**src/rtl/scan_pkg.sv**
```systemverilog
// Shared types and defaults for the scan-chain test sequencer.
package scan_pkg;

    typedef enum logic [2:0] {
        IDLE    = 3'd0,
        LOAD    = 3'd1,
        CAPTURE = 3'd2,
        UNLOAD  = 3'd3,
        DONE    = 3'd4
    } scan_state_e;

    localparam int DEFAULT_CHAIN_LEN      = 8;
    localparam int DEFAULT_CAPTURE_CYCLES = 1;

    function automatic int max_int(input int a, input int b);
        return (a > b) ? a : b;
    endfunction

endpackage

```
**src/rtl/scan_seq_ctrl_if.sv**
```systemverilog
// Host-side and chain-side pins of the scan sequencer, bundled with modports.
interface scan_seq_ctrl_if
    import scan_pkg::*;
#(
    parameter int CHAIN_LEN = DEFAULT_CHAIN_LEN
);
    logic                 start;
    logic [CHAIN_LEN-1:0] pattern;
    logic [CHAIN_LEN-1:0] expect_vec;
    logic [CHAIN_LEN-1:0] mask;
    logic                 scan_out0;
    logic                 scan_in0;
    logic                 scan_en;
    logic                 test_mode;
    logic                 busy;
    logic                 done;
    logic                 pass;
    logic [CHAIN_LEN-1:0] captured;

    modport master (
        output start, pattern, expect_vec, mask, scan_out0,
        input  scan_in0, scan_en, test_mode, busy, done, pass, captured
    );

    modport slave (
        input  start, pattern, expect_vec, mask, scan_out0,
        output scan_in0, scan_en, test_mode, busy, done, pass, captured
    );
endinterface

```
**src/rtl/scan_shift_cnt.sv**
```systemverilog
// Loadable down-counter with zero flag; times the load, capture and unload phases.
module scan_shift_cnt #(
    parameter int CNT_W = 4
) (
    input  logic             clk,
    input  logic             rst_n,
    input  logic             srst,
    input  logic             load,
    input  logic [CNT_W-1:0] load_val,
    input  logic             en,
    output logic             zero
);
    logic [CNT_W-1:0] cnt_r;

    // Load wins over decrement; the count parks at zero until reloaded.
    always_ff @(posedge clk or negedge rst_n) begin
        if (!rst_n) begin
            cnt_r <= {CNT_W{1'b0}};
        end else if (srst) begin
            cnt_r <= {CNT_W{1'b0}};
        end else if (load) begin
            cnt_r <= load_val;
        end else if (en && (cnt_r != {CNT_W{1'b0}})) begin
            cnt_r <= cnt_r - {{(CNT_W-1){1'b0}}, 1'b1};
        end else begin
            cnt_r <= cnt_r;
        end
    end

    assign zero = (cnt_r == {CNT_W{1'b0}});
endmodule

```
**src/rtl/scan_seq_ctrl.sv**
```systemverilog
// Sequences one scan test: shift-in, functional capture, shift-out, masked compare.
module scan_seq_ctrl
    import scan_pkg::*;
#(
    parameter int CHAIN_LEN      = DEFAULT_CHAIN_LEN,
    parameter int CAPTURE_CYCLES = DEFAULT_CAPTURE_CYCLES
) (
    input  logic          clk,
    input  logic          reset,
    input  logic          srst,
    scan_seq_ctrl_if.slave bus
);
    localparam int CNT_W = $clog2(max_int(CHAIN_LEN, CAPTURE_CYCLES) + 1);
    localparam logic [CNT_W-1:0] SHIFT_LAST = CNT_W'(CHAIN_LEN - 1);
    localparam logic [CNT_W-1:0] CAP_LAST   = CNT_W'(CAPTURE_CYCLES - 1);

    scan_state_e          state_r, state_next_s;
    logic                 cnt_load_s, cnt_en_s, cnt_zero_s;
    logic [CNT_W-1:0]     cnt_val_s;
    logic                 start_acc_s, pass_cmp_s;
    logic [CHAIN_LEN-1:0] pat_r, exp_r, mask_r, captured_r, captured_next_s;
    logic                 scan_in0_r, scan_en_r, test_mode_r, busy_r, done_r, pass_r;

    assign start_acc_s = (state_r == IDLE) && bus.start;
    assign cnt_en_s    = (state_r == LOAD) || (state_r == CAPTURE) || (state_r == UNLOAD);
    assign pass_cmp_s  = (((captured_next_s ^ exp_r) & mask_r) == {CHAIN_LEN{1'b0}});

    scan_shift_cnt #(.CNT_W(CNT_W)) u_cnt (
        .clk      (clk),
        .rst_n    (reset),
        .srst     (srst),
        .load     (cnt_load_s),
        .load_val (cnt_val_s),
        .en       (cnt_en_s),
        .zero     (cnt_zero_s)
    );

    // Next-state logic; each phase reloads the counter with its last-cycle index.
    always_comb begin
        state_next_s = state_r;
        cnt_load_s   = 1'b0;
        cnt_val_s    = {CNT_W{1'b0}};
        case (state_r)
            IDLE: begin
                if (bus.start) begin
                    state_next_s = LOAD;
                    cnt_load_s   = 1'b1;
                    cnt_val_s    = SHIFT_LAST;
                end else begin
                    state_next_s = IDLE;
                end
            end
            LOAD: begin
                if (cnt_zero_s) begin
                    state_next_s = CAPTURE;
                    cnt_load_s   = 1'b1;
                    cnt_val_s    = CAP_LAST;
                end else begin
                    state_next_s = LOAD;
                end
            end
            CAPTURE: begin
                if (cnt_zero_s) begin
                    state_next_s = UNLOAD;
                    cnt_load_s   = 1'b1;
                    cnt_val_s    = SHIFT_LAST;
                end else begin
                    state_next_s = CAPTURE;
                end
            end
            UNLOAD: begin
                if (cnt_zero_s) begin
                    state_next_s = DONE;
                end else begin
                    state_next_s = UNLOAD;
                end
            end
            DONE:    state_next_s = IDLE;
            default: state_next_s = IDLE;
        endcase
    end

    // Unload fills from the top so the first bit out lands in captured[0].
    always_comb begin
        captured_next_s = captured_r;
        if (state_r == UNLOAD) begin
            captured_next_s = {bus.scan_out0, captured_r[CHAIN_LEN-1:1]};
        end else begin
            captured_next_s = captured_r;
        end
    end

    // FSM state register.
    always_ff @(posedge clk or negedge reset) begin
        if (!reset) begin
            state_r <= IDLE;
        end else if (srst) begin
            state_r <= IDLE;
        end else begin
            state_r <= state_next_s;
        end
    end

    // Shadow operands; the pattern shadow drains LSB-first while loading.
    always_ff @(posedge clk or negedge reset) begin
        if (!reset) begin
            pat_r  <= {CHAIN_LEN{1'b0}};
            exp_r  <= {CHAIN_LEN{1'b0}};
            mask_r <= {CHAIN_LEN{1'b0}};
        end else if (srst) begin
            pat_r  <= {CHAIN_LEN{1'b0}};
            exp_r  <= {CHAIN_LEN{1'b0}};
            mask_r <= {CHAIN_LEN{1'b0}};
        end else if (start_acc_s) begin
            pat_r  <= {1'b0, bus.pattern[CHAIN_LEN-1:1]};
            exp_r  <= bus.expect_vec;
            mask_r <= bus.mask;
        end else if (state_r == LOAD) begin
            pat_r  <= {1'b0, pat_r[CHAIN_LEN-1:1]};
        end else begin
            pat_r  <= pat_r;
        end
    end

    // Chain pins are registered from the next state so they change only on phase edges.
    always_ff @(posedge clk or negedge reset) begin
        if (!reset) begin
            scan_in0_r  <= 1'b0;
            scan_en_r   <= 1'b0;
            test_mode_r <= 1'b0;
            busy_r      <= 1'b0;
            done_r      <= 1'b0;
        end else if (srst) begin
            scan_in0_r  <= 1'b0;
            scan_en_r   <= 1'b0;
            test_mode_r <= 1'b0;
            busy_r      <= 1'b0;
            done_r      <= 1'b0;
        end else begin
            scan_en_r   <= (state_next_s == LOAD) || (state_next_s == UNLOAD);
            test_mode_r <= (state_next_s == LOAD) || (state_next_s == CAPTURE) ||
                           (state_next_s == UNLOAD);
            busy_r      <= (state_next_s == LOAD) || (state_next_s == CAPTURE) ||
                           (state_next_s == UNLOAD);
            done_r      <= (state_next_s == DONE);
            if (start_acc_s) begin
                scan_in0_r <= bus.pattern[0];
            end else if ((state_r == LOAD) && (state_next_s == LOAD)) begin
                scan_in0_r <= pat_r[0];
            end else begin
                scan_in0_r <= 1'b0;
            end
        end
    end

    // Results are cleared on an accepted start and held after the compare.
    always_ff @(posedge clk or negedge reset) begin
        if (!reset) begin
            captured_r <= {CHAIN_LEN{1'b0}};
            pass_r     <= 1'b0;
        end else if (srst) begin
            captured_r <= {CHAIN_LEN{1'b0}};
            pass_r     <= 1'b0;
        end else if (start_acc_s) begin
            captured_r <= {CHAIN_LEN{1'b0}};
            pass_r     <= 1'b0;
        end else begin
            captured_r <= captured_next_s;
            if ((state_r == UNLOAD) && (state_next_s == DONE)) begin
                pass_r <= pass_cmp_s;
            end else begin
                pass_r <= pass_r;
            end
        end
    end

    assign bus.scan_in0  = scan_in0_r;
    assign bus.scan_en   = scan_en_r;
    assign bus.test_mode = test_mode_r;
    assign bus.busy      = busy_r;
    assign bus.done      = done_r;
    assign bus.pass      = pass_r;
    assign bus.captured  = captured_r;
endmodule

```
**src/flat_wrapper.sv**
```systemverilog
// flat-port wrapper written by rule: the top's interface ports become plain ports
module scan_seq_ctrl_flat import scan_pkg::*;
#(
    parameter int CHAIN_LEN      = DEFAULT_CHAIN_LEN,
    parameter int CAPTURE_CYCLES = DEFAULT_CAPTURE_CYCLES
)
  (clk, reset, srst, bus_start, bus_pattern, bus_expect_vec, bus_mask, bus_scan_out0, bus_scan_in0, bus_scan_en, bus_test_mode, bus_busy, bus_done, bus_pass, bus_captured);
  scan_seq_ctrl_if #(.CHAIN_LEN(CHAIN_LEN)) bus_i ();
  input  logic clk;
  input  logic reset;
  input  logic srst;
  input wire logic [$bits(bus_i.start)-1:0] bus_start;
  input wire logic [$bits(bus_i.pattern)-1:0] bus_pattern;
  input wire logic [$bits(bus_i.expect_vec)-1:0] bus_expect_vec;
  input wire logic [$bits(bus_i.mask)-1:0] bus_mask;
  input wire logic [$bits(bus_i.scan_out0)-1:0] bus_scan_out0;
  output wire logic [$bits(bus_i.scan_in0)-1:0] bus_scan_in0;
  output wire logic [$bits(bus_i.scan_en)-1:0] bus_scan_en;
  output wire logic [$bits(bus_i.test_mode)-1:0] bus_test_mode;
  output wire logic [$bits(bus_i.busy)-1:0] bus_busy;
  output wire logic [$bits(bus_i.done)-1:0] bus_done;
  output wire logic [$bits(bus_i.pass)-1:0] bus_pass;
  output wire logic [$bits(bus_i.captured)-1:0] bus_captured;
  assign bus_i.start = bus_start;
  assign bus_i.pattern = bus_pattern;
  assign bus_i.expect_vec = bus_expect_vec;
  assign bus_i.mask = bus_mask;
  assign bus_i.scan_out0 = bus_scan_out0;
  assign bus_scan_in0 = bus_i.scan_in0;
  assign bus_scan_en = bus_i.scan_en;
  assign bus_test_mode = bus_i.test_mode;
  assign bus_busy = bus_i.busy;
  assign bus_done = bus_i.done;
  assign bus_pass = bus_i.pass;
  assign bus_captured = bus_i.captured;
  scan_seq_ctrl #(.CHAIN_LEN(CHAIN_LEN), .CAPTURE_CYCLES(CAPTURE_CYCLES)) u_core (.clk(clk), .reset(reset), .srst(srst), .bus(bus_i));
endmodule
```
**config.mk**
```make
export PLATFORM = sky130hd
export DESIGN_NAME = scan_seq_ctrl_flat
export DESIGN_NICKNAME = d
export VERILOG_FILES = /design/src/rtl/scan_pkg.sv /design/src/rtl/scan_seq_ctrl_if.sv /design/src/rtl/scan_shift_cnt.sv /design/src/rtl/scan_seq_ctrl.sv /design/src/flat_wrapper.sv
export SDC_FILE = /design/constraint.sdc
export NUM_CORES = 1
export LEC_CHECK = 0
export ABC_AREA = 1
export CAP_MARGIN = 40
export CORE_AREA = 2 2 64 66
export CTS_BUF_LIST = sky130_fd_sc_hd__clkbuf_4 sky130_fd_sc_hd__clkbuf_8
export CTS_CLUSTER_SIZE = 40
export DETAILED_ROUTE_END_ITERATION = 8
export DIE_AREA = 0 0 66 68
export MAX_ROUTING_LAYER = met4
export PLACE_DENSITY = 0.81
export SLEW_MARGIN = 40
export SYNTH_ARGS = -nofsm -noshare
export SYNTH_HDL_FRONTEND = slang
export SYNTH_SLANG_ARGS = --single-unit
```
**constraint.sdc**
```tcl
create_clock -name clk -period 2.2 [get_ports clk]
set_input_delay 0.44 -clock clk [delete_from_list [all_inputs] [get_ports clk]]
set_output_delay 0.44 -clock clk [all_outputs]
set_load 0.005 [all_outputs]
```
==> After elaboration in Yosys (flattened, before gate mapping) <==
Cells that the tools add are included.
{ "totals": {"rom_bits": 0, "mem_bits_rw": 0, "word_cells": 73, "output_inout_bits": 14, "latchBits": 0, "input_bits": 29, "memories": 0, "regBits": 44} }
{ "classes": {"reduce_logical": 18, "n_shift": 0, "n_eq_ne": 7, "n_lt_le_gt_ge": 0, "div_mod_pow": 0, "n_bitwise": 2, "n_mul": 0, "n_addsub": 1, "muxes": 34} }
{ "op_table": {"columns": ["operator", "n"], "rows": [
  ["$mux 8", 10],
  ["$mux 1", 13],
  ["$eq 3x2->1 const B", 4],
  ["$mux 3", 4],
  ["$mux 4", 3],
  ["$pmux 3 s4", 1],
  ["$reduce_bool 3->1", 3],
  ["$and 8x8->8", 1],
  ["$logic_not 8->1", 1],
  ["$pmux 4 s2", 1],
  ["$xor 8x8->8", 1],
  ["$eq 3x1->1 const B", 2],
  ["$logic_or 1x1->1", 5],
  ["$logic_and 1x1->1", 4],
  ["$logic_not 4->1", 1],
  ["$reduce_bool 4->1", 1],
  ["$sub 4x1->4 const B", 1],
  ["$eq 3x3->1 const B", 1],
  ["$logic_not 3->1", 1],
  ["$mux 2", 1],
  ["$pmux 1 s2", 1],
  ["$reduce_bool 2->1", 1],
  ["$reduce_or 2->1", 1]
]} }

==> Longest topological paths before layout <==
Gate-level depths: netlist of the first run.
{ "logic_depth": {"word_depth": 8, "ltp_mapped": 11, "depth_no_buf": 10} }

==> Modules after synthesis <==
From an unflattened synthesis of the first run, not the netlist that was laid out.
{ "unflattened": {"cells_unflattened": 263, "area_unflattened_um2": 2168.3} }
{ "by_module_without_submodules": {"columns": ["mod", "cells_per_inst", "instances", "area_per_inst_um2"], "rows": [
  ["scan_seq_ctrl", 221, 1, 1835.5],
  ["scan_shift_cnt", 42, 1, 332.8]
]} }

==> Least setup slack after synthesis of the first run <==
OpenSTA, ideal clock, no wires.
{ "synth_timing": {"kind": "register to register", "startpoint": "register u_core.u_cnt.cnt_r[0]", "endpoint": "register u_core.u_cnt.cnt_r[2]", "n_path_buf": 0, "period_less_slack_ns": 1.456, "arrival_time_ns": 1.323, "path_stages_with_launch": 11, "setup_slack_ns": 0.744, "cell_sequence": "dfrtp_1 inv_1 ha_1 nand3_1 inv_1 nor3_1 nor2_1 nand2_1 o21ai_1 nand2_1 o21ai_0"} }
{ "synth_between": {"elab_chain_cells": 5} }
{ "synth_lines": {"columns": ["element", "line_no", "source"], "rows": [
  ["start, declared", "scan_shift_cnt.sv:13", "logic [CNT_W-1:0] cnt_r;"],
  ["start signal, assigned", "scan_shift_cnt.sv:18", "cnt_r <= {CNT_W{1'b0}};"],
  ["start signal, assigned", "scan_shift_cnt.sv:20", "cnt_r <= {CNT_W{1'b0}};"],
  ["start signal, assigned", "scan_shift_cnt.sv:22", "cnt_r <= load_val;"],
  ["branches (longest 5 deep; another with $sub 4x1->4)", null, null]
]} }
Parallel ways; which one is timed is not known. The select of a mux whose other input is x is not followed.
A chain may end at the register's enable or synchronous reset.

==> Worst setup path in the final report of the first run <==
{ "layout_timing": {"startpoint": "register u_core.state_r[1]", "endpoint": "register u_core.pat_r[3]"} }
{ "layout_between": {"elab_chain_cells": 4} }
{ "layout_lines": {"columns": ["element", "line_no", "source"], "rows": [
  ["start, declared", "scan_seq_ctrl.sv:17", "scan_state_e state_r, state_next_s;"],
  ["start signal, assigned", "scan_seq_ctrl.sv:100", "state_r <= state_next_s;"],
  ["$logic_not 3->1", "scan_seq_ctrl.sv:24", "assign start_acc_s = (state_r == IDLE) && bus.start;"],
  ["$logic_and 1x1->1", "scan_seq_ctrl.sv:24", null],
  ["$mux 8", "scan_seq_ctrl.sv:114", "end else if (start_acc_s) begin"],
  ["$mux 8", "scan_seq_ctrl.sv:110", "end else if (srst) begin"],
  ["end signal, assigned", "scan_seq_ctrl.sv:111", "pat_r <= {CHAIN_LEN{1'b0}};"],
  ["end signal, assigned", "scan_seq_ctrl.sv:115", "pat_r <= {1'b0, bus.pattern[CHAIN_LEN-1:1]};"],
  ["end signal, assigned", "scan_seq_ctrl.sv:119", "pat_r <= {1'b0, pat_r[CHAIN_LEN-1:1]};"],
  ["end, declared", "scan_seq_ctrl.sv:21", "logic [CHAIN_LEN-1:0] pat_r, exp_r, mask_r, captured_r, captured_next_s;"]
]} }
Several ways; a longest one is shown, not always the timed one.

==> flow_summary_export.csv, run 1 <==
group,metric,value,unit
critical_path,critPathArrivalTime,2000,ps
sta,fin_tns_setup,0,ps
critical_path,critPathLaunch,"u_core.state_r[1]$_DFF_PN0_",
cts,post_cts.resized_instances,0,
power,power_switching,791,µW
cts,post_cts_repair_timing_setup_buffer_count,0,
critical_path,worst_r2r_startpoint,"u_core.state_r[1]$_DFF_PN0_",
cts,hold_buffers_post_cts,0,
critical_path,rrSetupSlack,410,ps
critical_path,worstSetupStartpointType,"register",
cts,htreeDepth,2,
sta,timing.final.crit_share,0.812,
final_layout,finish.instance_area,0.00265,mm²
die,dieWidth,66,µm
yosys,async_reset_ff_frac,1.00,
cts,ctsRootBufferMaster,"sky130_fd_sc_hd__clkbuf_8",
power,cellPowerDensity,862,mW/mm²
yosys,syn_nets,278,
sta,final-hold-violation-count,0,
cts,clock_latency,300,ps
sta,clock.fmax,560,MHz
sta,rsz_0062_raised_after_global_routing,"false",
sta,setup_viol,0,
die,floorplan.initialDensity,0.544,
sta,holdWs,205,ps
yosys,yosysTopAreaCell,"sky130_fd_sc_hd__dfrtp_1",
detailed_routing,routed-via-count,1821,
sta,finalCriticalPeriod,1790,ps
detailed_routing,detail_route.wirelength,4.64,mm
hold_path,holdCritPathClass,"input pin to asynchronous set/reset pin",
power,share_of_total_power_in_combinational_logic,0.302,
critical_path,cp.required,2410,ps
die,dieArea,0.00449,mm²
global_route,grt_remaining_overflow,0,
sta,timing.slew.headroom,0.634,
detailed_routing,drt.antenna.violating_nets,0,
power,p_seq_frac,0.449,
global_route,initial_antenna_violation_count,0,
yosys,synth.yosys.seq_area_share,0.513,
placed_design,place_inst,333,
flow_run,max_cap_viol_count,0,
detailed_routing,remaining_drc_errors,0,
yosys,synth_top_flop_cell,"sky130_fd_sc_hd__dfrtp_1",
critical_path,endpoint_class_of_the_critical_path,"register",
placed_design,placement.cell_area,0.00254,mm²
critical_path,worstSetupPathType,"register to register",
power,internal-power,1490,µW
final_layout,layout-drive-gt1-share,0.0756,
cts,clock_sinks,43,
yosys,yosys_register_bits,43,
placed_design,buffer_ports.inserted,42,
yosys,leading_post_synthesis_cells_by_cell_area,"sky130_fd_sc_hd__dfrtp_1 51%, sky130_fd_sc_hd__nand3_1 10%, sky130_fd_sc_hd__nand2_1 10%",
die,dieHeight,68,µm
detailed_routing,dr.pass1.iters,4,
final_layout,final_cells,341,
sta,tightestPinTransition,549,ps
global_route,grt_first_pass_wirelength,7.84,mm
global_route,grt_pass1_vias,1725,
yosys,yosysWarnings,0,
yosys,post_synth_inst_count,247,
power,leakage_dissipation,0.00128,µW
power,power.ir.vdd_worst,0.000508,V
yosys,share_of_the_synthesized_area_in_the_top_cell_type,0.513,
critical_path,cp_max_fo,19,
yosys,count_of_flip_flops_with_a_built_in_enable_after_synthesis,0,
detailed_routing,drt_iter0_markers,121,
final_layout,num_antenna_cells,0,
sta,timing.final.max_slew_violations,0,
yosys,synth_common_cells,"57 x sky130_fd_sc_hd__nand2_1, 44 x sky130_fd_sc_hd__nand3_1, 43 x sky130_fd_sc_hd__dfrtp_1",
final_layout,area_growth,26.2,%
detailed_routing,vias_per_cell,5.34,
placed_design,dp_hpwl,3.28,mm
die,ioPinCount,43,
yosys,library_cells_used_by_synthesis,25,
cts,tritoncts,"yes",
detailed_routing,detail_route.wl_per_cell,13.6,µm
placed_design,gpl.final_weighted_congestion,0.887,
yosys,library_cell_with_the_highest_instance_count_after_synthesis,"sky130_fd_sc_hd__nand2_1",
die,core.rowCount,23,
power,clockPowerShare,0.249,
status,outcome,"complete, no violations",
power,p_sw_frac,0.346,
cts,tritoncts.num_buffers,5,
global_route,gr-usage-all-layers,0.240,
global_route,pin_count_of_the_biggest_net_entering_global_routing,44,
cts,clk_transition_reported_paths,80,ps
yosys,postSynthAreaPerCell,8.49,µm²
power,total_power,2280,µW
sta,final_clock_skew,6.32,ps
final_layout,num-nets-final,321,
cts,cts_max_path_buffers,2,
yosys,post_synth_instance_area,0.00210,mm²
die,core-area,0.00386,mm²
cell families (layout without fill, tap and decap cells):
family | Yosys count | count (layout) | synth area share
xor gates and xnor gates | 1 | 1 | 0.00417
AOI/OAI and AO/OA | 37 | 37 | 0.0900
and+or+nand+nor | 127 | 127 | 0.289
adders and majority gates | 2 | 2 | 0.0119
DFF | 43 | 43 | 0.513
buffers and inverters | 32 | 76 | 0.0686
muxes | 5 | 5 | 0.0239
layout make-up:
class	count	area, µm²
Clock buffer	8	104
Fill cell	332	1210
Inverter	23	88.8
Multi-Input combinational cell	172	878
Sequential cell	43	1080
Tap cell	50	62.6
Timing Repair Buffer	45	438
through the flow:
step / util / setup WS [ps]
after global routing: 0.687 / 272
final: 0.687 / 413
after floorplan: - / 744
after detailed placement: 0.660 / 236
after global placement: 0.660 / 276
after CTS: 0.687 / 439
cells in the final DEF, fill, tap and decap left out, drive strengths merged, types with 3 or more instances in the layout:
| master | netlist | routed |
|---|---|---|
| nand2 | 57 | 57 |
| nand3 | 46 | 46 |
| dfrtp | 43 | 43 |
| clkdlybuf4s50 | 0 | 41 |
| inv | 23 | 23 |
| o21ai | 22 | 22 |
| nor2 | 17 | 17 |
| a21oi | 12 | 12 |
| clkbuf | 1 | 8 |
| nand4 | 5 | 5 |
| mux2i | 5 | 5 |
| buf | 8 | 4 |
| o22ai | 3 | 3 |
power by group through the flow:
stage	Clock, µW	Sequential, µW	Combinational (µW)
after floorplan	0	984	533
after global placement	0	1030	661
after detailed placement	0	1040	682
after CTS	574	1020	689
after global routing	606	1040	780
final	568	1020	690
state kept, by name, indices dropped and copies added, names as in the netlist:
signal / cells
u_core.state_r: 3
u_core.bus.scan_en: 1
u_core.mask_r: 8
u_core.u_cnt.cnt_r: 4
u_core.bus.done: 1
u_core.bus.test_mode: 1
u_core.exp_r: 8
u_core.pat_r: 7
u_core.bus.pass: 1
u_core.bus.captured: 8
u_core.bus.scan_in0: 1
per-layer routing:
metal,global-route usage,vias up,part of all wire
li1,-,911,-
met1,0.320,849,0.46
met2,0.361,51,0.47
met3,0.0510,10,0.048
met4,0.0969,0,0.019
met5,-,-,0
path summary, 6_finish.rpt:
check | endpoint | cells after the start
max | u_core.pat_r[3]$_DFFE_PN0P_ | 7
min | u_core.pat_r[4]$_DFFE_PN0P_ | 2
max reg2reg | u_core.pat_r[3]$_DFFE_PN0P_ | 7
min reg2reg | u_core.mask_r[7]$_DFFE_PN0P_ | 2
max in group asynchronous | u_core.bus.captured[7]$_DFF_PN0_ | 2
min in group clk | u_core.mask_r[7]$_DFFE_PN0P_ | 2
critical path, cell delays in order, from the launching register on:
cell and delay, ps:
sky130_fd_sc_hd__dfrtp_1 550, sky130_fd_sc_hd__nor2_4 220, sky130_fd_sc_hd__nand3_4 170, sky130_fd_sc_hd__inv_4 240, sky130_fd_sc_hd__nor2_8 90, sky130_fd_sc_hd__nand2_1 90
sky130_fd_sc_hd__nand2_1 130, sky130_fd_sc_hd__o21ai_0 200
(Power assumes the default switching activity.)
==> run 2: changes to the inputs <==
--- a/config.mk
+++ b/config.mk
@@ -7,13 +7,13 @@
 export LEC_CHECK = 0
 export ABC_AREA = 1
 export CAP_MARGIN = 40
-export CORE_AREA = 2 2 64 66
+export CORE_AREA = 2 2 70 72
 export CTS_BUF_LIST = sky130_fd_sc_hd__clkbuf_4 sky130_fd_sc_hd__clkbuf_8
 export CTS_CLUSTER_SIZE = 40
 export DETAILED_ROUTE_END_ITERATION = 8
-export DIE_AREA = 0 0 66 68
+export DIE_AREA = 0 0 72 74
 export MAX_ROUTING_LAYER = met4
-export PLACE_DENSITY = 0.81
+export PLACE_DENSITY = 0.72
 export SLEW_MARGIN = 40
 export SYNTH_ARGS = -nofsm -noshare
 export SYNTH_HDL_FRONTEND = slang
==> constraint.sdc (replaced) <==
create_clock -name clk -period 1.53 [get_ports clk]
set_input_delay 0.306 -clock clk [delete_from_list [all_inputs] [get_ports clk]]
set_output_delay 0.306 -clock clk [all_outputs]
set_load 0.005 [all_outputs]
==> flow_summary_export.csv, run 2 (synthesis gave the netlist of run 1 again) <==
group,metric,value,unit
sta,timing.final.max_slew_violations,0,
final_layout,num-nets-final,353,
critical_path,critPathTopFamily,"simple AND/OR/NAND/NOR gates",
hold_path,holdCritPathClass,"register to register",
sta,finalCriticalPeriod,1480,ps
global_route,grt_pass1_vias,1886,
critical_path,crit_buf_inv,2,
detailed_routing,vias_per_cell,5.14,
critical_path,path_common_cell,"sky130_fd_sc_hd__nor2_2",
global_route,grt_first_pass_wirelength,8.26,mm
sta,final-hold-violation-count,0,
critical_path,endpoint_class_of_the_critical_path,"register",
detailed_routing,routed-via-count,1936,
sta,holdWs,476,ps
placed_design,place_inst,359,
critical_path,worstSetupStartpointType,"register",
detailed_routing,detail_route.wl_per_cell,13.1,µm
final_layout,final_cells,377,
critical_path,critPathArrivalTime,1650,ps
final_layout,fillCellCount,371,
detailed_routing,drt.antenna.violating_nets,0,
global_route,grt_use_met2,0.342,
cts,ctsRootBufferMaster,"sky130_fd_sc_hd__clkbuf_8",
global_route,grt_remaining_overflow,0,
critical_path,crit_path_top_delay_cell,"sky130_fd_sc_hd__dfrtp_2",
die,core.rowCount,25,
global_route,global_routing_met1_resource_utilization,0.261,
critical_path,worstSetupPathType,"register to register",
sta,tightestPinTransition,317,ps
cts,clock_sinks,43,
global_route,gr-usage-all-layers,0.209,
critical_path,cp.required,1700,ps
die,core-area,0.00460,mm²
detailed_routing,drt_iter0_markers,96,
global_route,global_route.usage.met3,0.0420,
die,dieWidth,72,µm
power,power.ir.vdd_worst,0.000639,V
sta,rsz_0062_raised_after_global_routing,"true",
critical_path,worst_path_largest_cell_delay,450,ps
sta,timing.slew.headroom,0.787,
critical_path,critical_path.cell_chain,"buf_6 > nor3_4 > inv_1 > nor2_2 > nor2_2 > nand2_2 > o21ai_1 > nand2_1 > o21ai_0",
cts,htreeDepth,2,
placed_design,gpl.final_weighted_congestion,0.825,
detailed_routing,detail_route.wirelength,4.94,mm
global_route,pin_count_of_the_biggest_net_entering_global_routing,44,
detailed_routing,dr.pass1.iters,4,
global_route,busiest_layer,"met2",
final_layout,mostFrequentLayoutCell,"sky130_fd_sc_hd__nand2_1",
power,leakage_dissipation,0.00155,µW
cts,clock_latency,290,ps
cts,cts_max_path_buffers,2,
status,outcome,"complete, no violations",
final_layout,area_growth,44.5,%
die,dieHeight,74,µm
die,dieArea,0.00533,mm²
sta,setup_viol,0,
placed_design,buffer_ports.inserted,42,
detailed_routing,remaining_drc_errors,0,
power,cellPowerDensity,1230,mW/mm²
sta,final_clock_skew,1.91,ps
cts,tritoncts,"yes",
die,floorplan.initialDensity,0.456,
sta,timing.final.crit_share,0.969,
cts,tritoncts.num_buffers,5,
flow_run,max_cap_viol_count,0,
final_layout,layout.cells.most_common_list,"50 x sky130_fd_sc_hd__nand2_1, 42 x sky130_fd_sc_hd__nand3_1, 41 x sky130_fd_sc_hd__dfrtp_1, 36 x sky130_fd_sc_hd__clkdlybuf4s50_1, 28 x sky130_fd_sc_hd__buf_4",
sta,post-route-worst-setup-slack,47.9,ps
global_route,initial_antenna_violation_count,0,
placed_design,dpl_worst_slack,-84.4,ps
placed_design,dp_hpwl,3.50,mm
critical_path,cp_max_fo,3,
die,ioPinCount,43,
sta,clock.fmax,675,MHz
final_layout,layout-drive-gt1-share,0.220,
final_layout,num_antenna_cells,0,
final_layout,final_util,0.660,
cts,clk_transition_reported_paths,80,ps
run 2: cell types whose count changed in the layout (fill, tap and decap cells not counted), moves of 4 or more:
cell / previous run / this run
sky130_fd_sc_hd__buf_4: 3 / 28
sky130_fd_sc_hd__nand2_1: 57 / 50
sky130_fd_sc_hd__o21ai_1: 4 / 8
sky130_fd_sc_hd__nand2_2: 0 / 7
sky130_fd_sc_hd__dlymetal6s2s_1: 0 / 5
sky130_fd_sc_hd__o21ai_0: 18 / 12
sky130_fd_sc_hd__clkdlybuf4s50_1: 41 / 36
run 2: metrics by stage:
| stage | setup TNS (ps) | instance area (µm²) | total power, µW |
|---|---|---|---|
| final | 0 | 3030 | 3730 |
| after global routing | -201 | 3030 | 3970 |
| after CTS | 0 | 2900 | 3620 |
| after detailed placement | -119 | 2750 | 2740 |
| after global placement | -23.2 | 2750 | 2710 |
| after floorplan | 0 | 2100 | 2180 |
run 2: area by class of cell:
class | instances | area [µm²] | area share
clock buffer | 8 | 104 | 0.0342
inverter | 23 | 91.3 | 0.0301
multi-input combinational | 172 | 950 | 0.313
sequential | 43 | 1080 | 0.356
tap | 54 | 67.6 | 0.0223
timing repair buffer | 77 | 742 | 0.245
run 2: worst paths after layout:
check | from | endpoint | slack, ps | cells past startpoint
min in group asynchronous | reset | u_core.pat_r[5]$_DFFE_PN0P_ | 510 | 3
max in group asynchronous | reset | u_core.state_r[1]$_DFF_PN0_ | 800 | 3
hold reg to reg | u_core.mask_r[6]$_DFFE_PN0P_ | u_core.mask_r[6]$_DFFE_PN0P_ | 480 | 2
setup reg to reg | u_core.state_r[2]$_DFF_PN0_ | u_core.u_cnt.cnt_r[2]$_DFFE_PN0P_ | 50 | 9
hold / removal | u_core.mask_r[6]$_DFFE_PN0P_ | u_core.mask_r[6]$_DFFE_PN0P_ | 480 | 2
setup / recovery | u_core.state_r[2]$_DFF_PN0_ | u_core.u_cnt.cnt_r[2]$_DFFE_PN0P_ | 50 | 9
run 2: timing repair:
action	in CTS	in global routing
hold buffers	1	0
pin swaps	1	6
gates resized for setup	4	32
cloned	0	0
endpoints found under the hold margin	43	0
buffers inserted	2	7
setup endpoints to repair	4	21
run 2: per-layer routing:
layer / share of wire / up-vias / wire, µm
met4: 0.015 / 0 / 72
met2: 0.50 / 46 / 2470
li1: - / 975 / -
met3: 0.040 / 7 / 198
met1: 0.44 / 908 / 2200
met5: 0 / - / 0
run 2: worst min-delay path, delay by kind of cell, from the launching register on:
family | cells | cell delay, ps
flip-flops | 1 | 350
AND/OR/NAND/NOR | 2 | 90
run 2: where the power goes:
group	internal [µW]	total, µW	switching, µW
sequential	1320	1420	98.8
combinational	702	1500	797
clock	430	807	377
total	2460	3730	1270
==> run 3: changes to the inputs <==
==> constraint.sdc (replaced) <==
create_clock -name clk -period 1.53 [get_ports clk]
set_input_delay 0.153 -clock clk [delete_from_list [all_inputs] [get_ports clk]]
set_output_delay 0.153 -clock clk [all_outputs]
set_load 0.005 [all_outputs]
==> flow_summary_export.csv, run 3 (synthesis gave the netlist of run 1 again) <==
group,metric,value,unit
final_layout,num_antenna_cells,0,
detailed_routing,drt.antenna.violating_nets,0,
detailed_routing,routed-via-count,1932,
sta,fin_tns_setup,0,ps
status,outcome,"complete, no violations",
placed_design,gpl.final_weighted_congestion,0.832,
detailed_routing,remaining_drc_errors,0,
critical_path,worstSetupStartpointType,"register",
critical_path,endpoint_class_of_the_critical_path,"register",
detailed_routing,drt_iter0_markers,198,
critical_path,cp.required,1750,ps
sta,final-hold-violation-count,0,
detailed_routing,dr.pass1.iters,4,
global_route,gr-usage-all-layers,0.205,
critical_path,critical_path.cell_chain,"inv_6 > nand3_4 > nand2_2 > nand3_1 > nand3_1 > nand2_1 > nor2_1 > nand3_1 > a21oi_2",
placed_design,dp_hpwl,3.40,mm
final_layout,layout-drive-gt1-share,0.188,
critical_path,cp_max_fo,10,
cts,tritoncts.num_buffers,5,
global_route,grt_first_pass_wirelength,8.22,mm
power,leakage_dissipation,0.00137,µW
die,floorplan.initialDensity,0.456,
global_route,grt_pass1_vias,1822,
sta,timing.slew.headroom,0.639,
detailed_routing,detail_route.wirelength,5.00,mm
critical_path,worst_path_largest_cell_delay,490,ps
placed_design,buffer_ports.inserted,42,
sta,setup_viol,0,
power,total_power,3580,µW
final_layout,num-nets-final,340,
hold_path,holdCritPathClass,"input pin to register",
final_layout,area_growth,36.4,%
cts,clock_latency,290,ps
cts,ctsRootBufferMaster,"sky130_fd_sc_hd__clkbuf_8",
global_route,pin_count_of_the_biggest_net_entering_global_routing,44,
sta,clock.fmax,666,MHz
die,dieWidth,72,µm
sta,holdWs,416,ps
sta,rsz_0062_raised_after_global_routing,"true",
die,ioPinCount,43,
cts,clk_transition_reported_paths,80,ps
final_layout,fillCellCount,399,
sta,tightestPinTransition,541,ps
sta,finalCriticalPeriod,1500,ps
sta,timing.final.crit_share,0.982,
final_layout,final_cells,363,
critical_path,worstSetupPathType,"register to register",
final_layout,layout.cells.most_common_list,"50 x sky130_fd_sc_hd__nand2_1, 43 x sky130_fd_sc_hd__nand3_1, 41 x sky130_fd_sc_hd__clkdlybuf4s50_1, 40 x sky130_fd_sc_hd__dfrtp_1, 20 x sky130_fd_sc_hd__buf_4",
cts,tritoncts,"yes",
die,dieHeight,74,µm
critical_path,crit_path_top_delay_cell,"sky130_fd_sc_hd__dfrtp_2",
critical_path,path_common_cell,"sky130_fd_sc_hd__nand3_1",
die,dieArea,0.00533,mm²
power,power.ir.vdd_worst,0.000541,V
flow_run,max_cap_viol_count,0,
die,core-area,0.00460,mm²
power,cellPowerDensity,1250,mW/mm²
cts,clock_sinks,43,
final_layout,mostFrequentLayoutCell,"sky130_fd_sc_hd__nand2_1",
die,core.rowCount,25,
global_route,grt_remaining_overflow,0,
detailed_routing,vias_per_cell,5.32,
sta,final_clock_skew,4.45,ps
critical_path,critPathArrivalTime,1720,ps
final_layout,final_util,0.622,
sta,timing.final.max_slew_violations,0,
placed_design,place_inst,350,
cts,cts_max_path_buffers,2,
detailed_routing,detail_route.wl_per_cell,13.8,µm
global_route,initial_antenna_violation_count,0,
cts,htreeDepth,2,
## run 3: changes by cell type in the layout (fill, tap and decap cells not counted), moves of 2 or more
cell                              previous run  this run
sky130_fd_sc_hd__buf_4                      28        20
sky130_fd_sc_hd__clkdlybuf4s50_1            36        41
sky130_fd_sc_hd__dlymetal6s2s_1              5         0
sky130_fd_sc_hd__buf_12                      3         0
sky130_fd_sc_hd__buf_6                       3         0
sky130_fd_sc_hd__nor2_2                      3         1
## run 3: path summary, 6_finish.rpt
kind | start | endpoint | slack [ps] | cells after the start
max | u_core.state_r[2]$_DFF_PN0_ | u_core.bus.pass$_DFFE_PN0P_ | 30 | 9
min | bus_mask[3] | u_core.mask_r[3]$_DFFE_PN0P_ | 420 | 3
max reg2reg | u_core.state_r[2]$_DFF_PN0_ | u_core.bus.pass$_DFFE_PN0P_ | 30 | 9
min reg2reg | u_core.mask_r[5]$_DFFE_PN0P_ | u_core.mask_r[5]$_DFFE_PN0P_ | 490 | 2
max in group asynchronous | reset | u_core.state_r[1]$_DFF_PN0_ | 620 | 3
min in group asynchronous | reset | u_core.pat_r[3]$_DFFE_PN0P_ | 510 | 3
## run 3: area by class of cell
| type | count | area (µm²) | share of cell area |
|---|---|---|---|
| Inverter | 23 | 96.3 | 0.0337 |
| Timing Repair Buffer | 63 | 576 | 0.201 |
| Sequential cell | 43 | 1080 | 0.377 |
| Clock inverter | 1 | 5.00 | 0.00175 |
| Multi-Input combinational cell | 173 | 955 | 0.334 |
| Clock buffer | 6 | 82.6 | 0.0289 |
| Tap cell | 54 | 67.6 | 0.0236 |
## run 3: where the power goes
group	internal [µW]	switching, µW
Combinational	652	775
Clock	354	366
Sequential	1330	110
Total	2330	1250
## run 3: stage by stage
step / setup slack [ps] / instance area (µm²)
after global routing: -76.0 / 2860
after floorplan: 74.4 / 2100
final: 27.9 / 2860
after global placement: -119 / 2650
after detailed placement: -158 / 2650
after CTS: 0.286 / 2770
## run 3: timing repair
item                                   4_1_cts  5_1_grt
resized for setup                            4       27
cloned                                       0        1
hold buffers                                 1        0
buffers inserted                             2        2
setup endpoints to repair                    9       19
pin swaps                                    0        4
endpoints found under the hold margin       43        0
## run 3: metal layers
metal | vias to the layer above | routed length, µm | global-route usage
li1 | 952 | - | -
met1 | 923 | 2290 | 0.264
met2 | 51 | 2440 | 0.322
met3 | 6 | 201 | 0.0447
met4 | 0 | 70 | 0.0713
met5 | - | 0 | -
## run 3: worst max-delay path, delay by kind of cell (launching register included)
kind,cells,cell delay (ps)
flops,1,490
simple gates,7,690
buf+inv,1,130
compound gates,1,130
